--- src/rtl/seg7_scan_driver.sv ---
// seg7_scan_driver
// Time-multiplexed driver for a 4-digit common-anode hex display fed by the
// processor's 16-bit routa debug bus. A snapshot of the input is reloaded once
// per full scan (unless held) so the digits stay stable while routa changes.
//
// Ports:
//   clk      in   system clock
//   reset    in   synchronous active-low reset
//   data_in  in   16-bit value to display
//   dp_en    in   per-digit decimal-point enable (bit i = digit i)
//   hold     in   1 = freeze the snapshot at scan boundaries
//   seg      out  segment cathodes {g,f,e,d,c,b,a}, active-low
//   dp       out  decimal-point cathode, active-low
//   an       out  digit anodes, active-low, bit 0 = least-significant digit
//   changed  out  one-cycle pulse when a snapshot load alters the stored value
module seg7_scan_driver #(
  parameter logic [15:0] REFRESH_DIV   = 16'd50000,
  parameter logic [15:0] BLANK_CYCLES  = 16'd500,
  parameter bit          LEADING_BLANK = 1'b1
) (
  input  logic        clk,
  input  logic        reset,
  input  logic [15:0] data_in,
  input  logic [3:0]  dp_en,
  input  logic        hold,
  output logic [6:0]  seg,
  output logic        dp,
  output logic [3:0]  an,
  output logic        changed
);

  localparam int unsigned DataW = 16;
  localparam int unsigned DigW  = 2;
  localparam int unsigned NumD  = 4;
  localparam int unsigned SegW  = 7;

  localparam logic [DataW-1:0] PcLast    = REFRESH_DIV - 16'd1;
  localparam logic [DataW-1:0] ActiveLen = REFRESH_DIV - BLANK_CYCLES;

  // Hex font, active-high {g..a}
  function automatic logic [SegW-1:0] hex_font(input logic [3:0] n);
    logic [SegW-1:0] f;
    case (n)
      4'h0: f = 7'h3F;
      4'h1: f = 7'h06;
      4'h2: f = 7'h5B;
      4'h3: f = 7'h4F;
      4'h4: f = 7'h66;
      4'h5: f = 7'h6D;
      4'h6: f = 7'h7D;
      4'h7: f = 7'h07;
      4'h8: f = 7'h7F;
      4'h9: f = 7'h6F;
      4'hA: f = 7'h77;
      4'hB: f = 7'h7C;
      4'hC: f = 7'h39;
      4'hD: f = 7'h5E;
      4'hE: f = 7'h79;
      default: f = 7'h71;
    endcase
    return f;
  endfunction

  logic [DataW-1:0] pc_q, pc_d;
  logic [DigW-1:0]  d_q, d_d;
  logic [DataW-1:0] snap_q, snap_d;
  logic [NumD-1:0]  snap_dp_q, snap_dp_d;
  logic [NumD-1:0]  an_q, an_d;
  logic [SegW-1:0]  seg_q, seg_d;
  logic             dp_q, dp_d;
  logic             changed_q, changed_d;

  logic             wrap;
  logic             load;
  logic [3:0]       nibble;
  logic             nz3, nz2, nz1;
  logic             lit;
  logic             on;

  // Next state and output decode; outputs are derived from the current state
  // so they show up one cycle later.
  always_comb begin
    pc_d      = pc_q + 16'd1;
    d_d       = d_q;
    snap_d    = snap_q;
    snap_dp_d = snap_dp_q;
    changed_d = 1'b0;
    an_d      = 4'hF;
    seg_d     = 7'h7F;
    dp_d      = 1'b1;
    lit       = 1'b1;

    wrap = (pc_q == PcLast);
    load = wrap && (d_q == 2'd3) && !hold;

    if (wrap) begin
      pc_d = '0;
      d_d  = d_q + 2'd1;
    end

    // Scan-boundary reload takes this cycle's data_in
    if (load) begin
      snap_d    = data_in;
      snap_dp_d = dp_en;
      changed_d = (data_in != snap_q);
    end

    nibble = snap_q[{d_q, 2'b00} +: 4];

    // A digit is significant if it or any higher nibble is non-zero
    nz3 = |snap_q[15:12];
    nz2 = nz3 | (|snap_q[11:8]);
    nz1 = nz2 | (|snap_q[7:4]);

    if (LEADING_BLANK) begin
      case (d_q)
        2'd1:    lit = nz1;
        2'd2:    lit = nz2;
        2'd3:    lit = nz3;
        default: lit = 1'b1;
      endcase
    end

    on = lit && (pc_q < ActiveLen);

    if (on) begin
      an_d  = ~(4'b0001 << d_q);
      seg_d = ~hex_font(nibble);
      dp_d  = ~snap_dp_q[d_q];
    end
  end

  // State and output registers
  always_ff @(posedge clk) begin
    if (!reset) begin
      pc_q      <= '0;
      d_q       <= '0;
      snap_q    <= '0;
      snap_dp_q <= '0;
      an_q      <= 4'hF;
      seg_q     <= 7'h7F;
      dp_q      <= 1'b1;
      changed_q <= 1'b0;
    end else begin
      pc_q      <= pc_d;
      d_q       <= d_d;
      snap_q    <= snap_d;
      snap_dp_q <= snap_dp_d;
      an_q      <= an_d;
      seg_q     <= seg_d;
      dp_q      <= dp_d;
      changed_q <= changed_d;
    end
  end

  assign an      = an_q;
  assign seg     = seg_q;
  assign dp      = dp_q;
  assign changed = changed_q;

endmodule

--- config.mk ---
export PLATFORM = sky130hd
export DESIGN_NAME = seg7_scan_driver
export DESIGN_NICKNAME = d
export VERILOG_FILES = /design/src/rtl/seg7_scan_driver.sv
export SDC_FILE = /design/constraint.sdc
export NUM_CORES = 1
export LEC_CHECK = 0
export ABC_AREA = 1
export BUFFER_PORTS_ARGS = -buffer_cell sky130_fd_sc_hd__buf_2
export CAP_MARGIN = 5
export CORE_ASPECT_RATIO = 1.5
export CORE_MARGIN = 5
export CORE_UTILIZATION = 40
export DETAILED_ROUTE_END_ITERATION = 7
export SLEW_MARGIN = 20
export SYNTH_ARGS = -nofsm -noshare
export SYNTH_HDL_FRONTEND = slang
export SYNTH_SLANG_ARGS = --single-unit
--- constraint.sdc ---
create_clock -name clk -period 2.74 [get_ports clk]
set_input_delay 0.685 -clock clk [delete_from_list [all_inputs] [get_ports clk]]
set_output_delay 0.685 -clock clk [all_outputs]
set_load 0.02 [all_outputs]
Word-level counts from Yosys, hierarchy flattened
Memory sizes are Yosys's and may differ from the RTL's.
Index checks and enable logic that the tools add are counted.
{"block": "word_totals", "reg_bits": 51, "latch_bits": 0, "mem_bits_rw": 0, "mem_bits_ro": 112, "input_bits": 23, "out_inout_bits": 13, "wordCells": 40, "mem_count": 1}
{"name": "(no name shown)", "words": 16, "width": 7, "read_ports": 1, "rd_ports_with_merged_regs": 0, "write_ports": 0, "line_no": "43", "text": "case (n)"}
{"block": "classes", "add_sub_neg": 2, "n_mul": 0, "div_mod_pow": 0, "n_lt_le_gt_ge": 2, "eq_ne": 5, "shift": 2, "mux": 4, "bitwise_logic": 6, "n_reduce_logical": 10}
{"op": "adder 16 x 1 -> 16 bit (second input constant)", "count": 1}
{"op": "equality test 16 bit (second input constant)", "count": 1}
{"op": "less-than comparator 16 bit (second input constant)", "count": 1}
{"op": "inequality test 16 bit", "count": 1}
{"op": "variable part select 16 x 5 -> 4 bit", "count": 1}
{"op": "OR reduction 4 bit", "count": 3}
{"op": "two-way mux 7 bit", "count": 1}
{"op": "inverter 7 bit", "count": 1}
{"op": "equality test 2 bit (second input constant)", "count": 2}
{"op": "inverter 4 bit", "count": 1}
{"op": "AND reduction 2 bit", "count": 2}
{"op": "<< shifter 1 x 2 -> 4 bit (first input constant)", "count": 1}
{"op": "logical AND 1 bit", "count": 3}
{"op": "less-than comparator 2 x 3 -> 1 bit (second input constant)", "count": 1}
{"op": "one-hot mux 1 bit (3 select lines)", "count": 1}
{"op": "adder 2 x 1 -> 2 bit (second input constant)", "count": 1}
{"op": "binary-select mux 1 bit (select 2 bit)", "count": 1}
{"op": "equality test 2 x 1 -> 1 bit (second input constant)", "count": 1}
{"op": "inverter 1 bit", "count": 2}
{"op": "bitwise OR 1 bit", "count": 2}
{"op": "OR reduction 2 bit", "count": 1}
{"op": "logical NOT 1 bit", "count": 1}
{"op": "two-way mux 1 bit", "count": 1}

Logic depth before layout (Yosys ltp)
{"block": "logic_depth", "word_depth": 7, "ltp_mapped": 12, "ltp_nobuf": 11}

Worst setup path before layout
Ideal clock, no wire load.
{"block": "synth_path", "kind": "input to register", "startpoint": "input reset", "endpoint": "register an_q[0], in the netlist an[0]", "setup_ns": 0.115, "arrival_ns": 1.488, "required_time_ns": 2.625, "slack_ns": 1.137, "stages": 6, "path_buffers": 2, "cell_sequence": "clkbuf_1 > a21boi_0 > nand2_1 > a21oi_2 > buf_4 > nand2_1"}
{"block": "synth_via", "elab_chain_cells": 1}
{"item": "start: declaration", "line_no": "22", "text": "input logic reset,"}
{"item": "AND reduction 2 bit (no source line)"}
{"item": "end signal: assignment", "line_no": "149", "text": "an_q <= an_d;"}
{"item": "end: declaration", "line_no": "68", "text": "logic [NumD-1:0] an_q, an_d;"}
No other way between the ends.
A chain may end at the register's enable or synchronous reset.

Final worst setup path
{"block": "layout_path", "startpoint": "register d_q[0]", "endpoint": "register seg_q[5], in the netlist seg[5]"}
{"block": "layout_via", "elab_chain_cells": 4, "elab_cells_between_ends": 10, "cone_classes": "3 x eq/ne; 1 x shift; 2 x mux; 1 x bitwise; 2 x reduce/logical; 1 x memory"}
{"item": "start: declaration", "line_no": "65", "text": "logic [DigW-1:0] d_q, d_d;"}
{"item": "start signal: assignment", "line_no": "137", "text": "d_q <= '0;"}
{"item": "start signal: assignment", "line_no": "146", "text": "d_q <= d_d;"}
{"item": "variable part select 16 x 5 -> 4 bit, or another cell as far along", "line_no": "108", "text": "nibble = snap_q[{d_q, 2'b00} +: 4];"}
{"item": "memory (16 x 7 bit) / one-hot mux 1 bit (3 select lines) (equally long branches)"}
{"item": "two-way mux 7 bit / logical AND 1 bit (equally long branches)", "line_no": "126, 124"}
{"item": "inverter 7 bit / AND reduction 2 bit (equally long branches)"}
{"item": "end signal: assignment", "line_no": "150", "text": "seg_q <= seg_d;"}
{"item": "end: declaration", "line_no": "69", "text": "logic [SegW-1:0] seg_q, seg_d;"}
Several ways; a longest one is shown, not always the timed one. The select of a mux whose other input is x is not followed.

==> metrics list <==
* Post-synthesis net count: 477
- For this run, the post-layout net count is 509.
* Outcome: finished clean
* Clock latency on the worst-skew pair: 310 ps
* Critical path cell sequence: inv_1 -> nand2_1 -> nand3_1 -> nand2_1 -> inv_1 -> ha_1 -> nand3_1 -> nand2_1 -> o21ai_1 -> nand2_1
- In this run the standard cell core region covers 0.00690 mm².
- Cell taking the most area after synthesis: sky130_fd_sc_hd__dfxtp_1
* Cell occurring most often along the worst timing path: sky130_fd_sc_hd__nand2_1
- The global routing stage identified its most utilized layer as met2.
- DR DRC count: 0
- Max_cap viols: 0
- Via count of the first global-routing pass: 2456
* Capturing element type of the critical path: register
* Post-CTS setup buffers: 0
- The initial antenna violation count is 0.
- Mapped Area: 0.00284 mm²
- Average vias per placed instance: 4.79
- Once layout is done, the placed cells without fillers occupy 0.00314 mm².
- The clock arrives with 11.3 ps of skew.
* Non-filler instance count after layout: 554
- The tree is rooted in a sky130_fd_sc_hd__clkbuf_8.
- FF-to-FF setup slack: 650 ps
- The critical path is of the register to register type.
- In this design, the largest share of critical-path delay is due to simple AND/OR/NAND/NOR gates.
- The worst setup path is launched from a register.
* Time the worst path needs with I/O delays and setup: 2090 ps
- Share of synthesized area occupied by flip-flops and latches: 35.9%
* Met3 routing resource usage after global routing: 3.18%
- Global routing met2 resource utilization: 27.2%
- Number of flops mapped to enable cells by yosys: 0
* Synthesis-stage register bit count: 51
- Setup-failing EPs final: 0
- Syn Area/Cell: 6.41 µm²
- At the end of routability-driven placement, the weighted congestion stood at 0.894.
- The initial utilization of the core area, before any placement, comes to 41.2%.
* Detailed Routing Iterations Pass 1: 4
* Area of the multi-input gates: 0.00155 mm²
- Minimum hold slack: 455 ps
- The design draws 1.26 mW.
* Area share of the leading cell type in the synthesized netlist: 35.9%
- Together, buffers and inverters on the worst path number 2.
- The critical path starts at d_q[0].
- Height of the die: 113 µm
* Setup TNS: 0 ps
- In this run the deepest clock path goes through 2 buffers.
- Relative slew slack: 70.3%
- Average wire per standard cell: 11.6 µm
- The most critical setup path has its endpoint at seg[5].
- Port-buffer cells: 35
- Detailed router's first-iteration violation count: 153
* Post-DP Area: 0.00305 mm²
- Compared with the post-synthesis result, the final layout area differs by 10.4%.
- Commonest register cell after synthesis: sky130_fd_sc_hd__dfxtp_1
* Share of the cycle needed by the critical path after routing: 76.2%
- Of all nets on the critical path, the largest fanout is 15.
- Peak clock frequency supported by timing: 479 MHz
* Tightest Hold Check Type: register to register
- Total number of H-tree levels: 2
* Final ANT Viol Nets: 0
- Worst reg-to-reg path cell count: 10
* GRT Total Usage: 15.1%
- In this run the critical register-to-register path is launched from d_q[0].
* Hold-fix buffer count after cts: 0
- STA puts the critical path data arrival time at 2270 ps.
- The number of clock buffers added by TritonCTS is 5.
* GRT met1 Usage: 17.1%
- Counting buffers and inverters, the worst setup path is 10 cells deep.
* Total clock sinks: 51
- Count of different cell masters after synthesis: 29
* Post-cts gate resize count: 0
- The floorplan step set the die width to 78.8 µm.
- Proportion of synthesized flip-flops having asynchronous set or reset: 0%
* Area used by sequential logic in the layout: 0.00102 mm²
- Power density over the cells: 402 mW/mm²
- Final HPWL DP: 4980 µm
* Wire length of the first global-routing pass: 10900 µm
- Diode insertion count for antenna repair: 0
- Number of cells in the design after placement: 546
- Pin placement for this block handled 36 I/O pins.
- Entering global routing, the biggest net connects 41 pins.
* Setup repair after global routing missed its margin: no
* Via total after detailed routing: 2653
- Ranked by total cell area, the synthesized netlist is headed by sky130_fd_sc_hd__dfxtp_1 (36%), sky130_fd_sc_hd__nand2_1 (19%), sky130_fd_sc_hd__nor2_1 (11%).
- The worst-case IR drop observed on VDD is 0.247 mV.
* Capture point of the worst reg-to-reg path: seg[5]
* Die Footprint: 0.00892 mm²
* Number of fill cells in the layout: 743
- Number of standard cells after synthesis: 443
- Data required time of the worst path: 2920 ps
* CP max stage cell: sky130_fd_sc_hd__dfxtp_1
* Clock transition at path regs: 90 ps
- The max-slew violation total from the final report was 0.
- The number of hold violations in the final report is 0.
- Global route overflow: 0
- CTS tree: built
* Total of warnings raised by yosys: 0
- In the final layout, the share of cells above drive strength 1 is 12.2%.
- For this run, the slowest stage of the critical path takes 610 ps.
- Std-Cell Rows: 37
* Slew at the pin closest to its max-slew limit: 442 ps
- Wires add up to 6410 µm.
- Leakage power: 1.55 nW
cell usage after synthesis (4+ instances only):
library cell,instances
sky130_fd_sc_hd__xnor2_1,13
sky130_fd_sc_hd__xor2_1,4
sky130_fd_sc_hd__a21oi_1,9
sky130_fd_sc_hd__nor2_1,83
sky130_fd_sc_hd__ha_1,11
sky130_fd_sc_hd__dfxtp_1,51
sky130_fd_sc_hd__buf_2,7
sky130_fd_sc_hd__inv_1,49
sky130_fd_sc_hd__nand2_1,144
sky130_fd_sc_hd__o21ai_0,8
sky130_fd_sc_hd__nand3_1,31
worst min-delay path by stage:
stage,start,to,cells past startpoint
final,pc_q[0],pc_q[0],1
after global routing,pc_q[0],pc_q[0],1
after CTS,pc_q[0],pc_q[0],1
after detailed placement,pc_q[0],pc_q[0],1
after global placement,pc_q[0],pc_q[0],1
after floorplan,pc_q[0],pc_q[0],1
layout by cell type, fill, tap and decap left out, drive strengths merged:
master,n
nand4,4
a21oi,10
nor3,3
or2,2
nand3,33
buf,37
xor2,4
o21ai,11
xnor2,13
nand2,147
inv,51
ha,11
nor2,86
a21boi,1
clkinvlp,1
nor3b,1
clkinv,2
o211ai,1
dfxtp,51
nand3b,1
clkbuf,6
layout make-up:
class,instances,area share (%)
multi-input combinational,328,49.4
clock inverter,2,0.399
tap,78,3.11
clock buffer,6,2.31
inverter,52,6.22
timing repair buffer,37,6.06
sequential,51,32.5
routing by layer:
metal  wire (µm)  part of all wire (%)
met5           0                     0
met4         172                   2.7
met3         283                   4.4
met2        3270                    51
met1        2680                    42
power by group:
group | switching, mW | internal (mW)
Combinational | 0.0417 | 0.0295
Sequential | 0.00424 | 0.750
Clock | 0.256 | 0.179
registers in the layout, indices dropped and copies added, names as in the netlist:
signal,cells
d_q,2
dp,1
changed,1
pc_q,16
snap_q,16
seg,7
an,4
snap_dp_q,4
cells by family (layout without fill, tap and decap cells):
family                     Yosys count  count (layout)  synth area share, %
DFF                                 51              51                 35.9
adders and majority gates           11              11                 4.84
xor gates and xnor gates            17              17                 5.24
buffers and inverters               64              97                 9.55
and+or+nand+nor                    277             277                 40.1
AOI/OAI and AO/OA                   23              23                 4.36
through the flow:
stage	util, %	setup slack [ps]
floorplan	-	1140
global placement	44.3	747
detailed placement	44.3	668
CTS	45.5	632
global route	45.5	362
finish	45.5	653
Note: power is estimated with default switching activity, not from simulation.
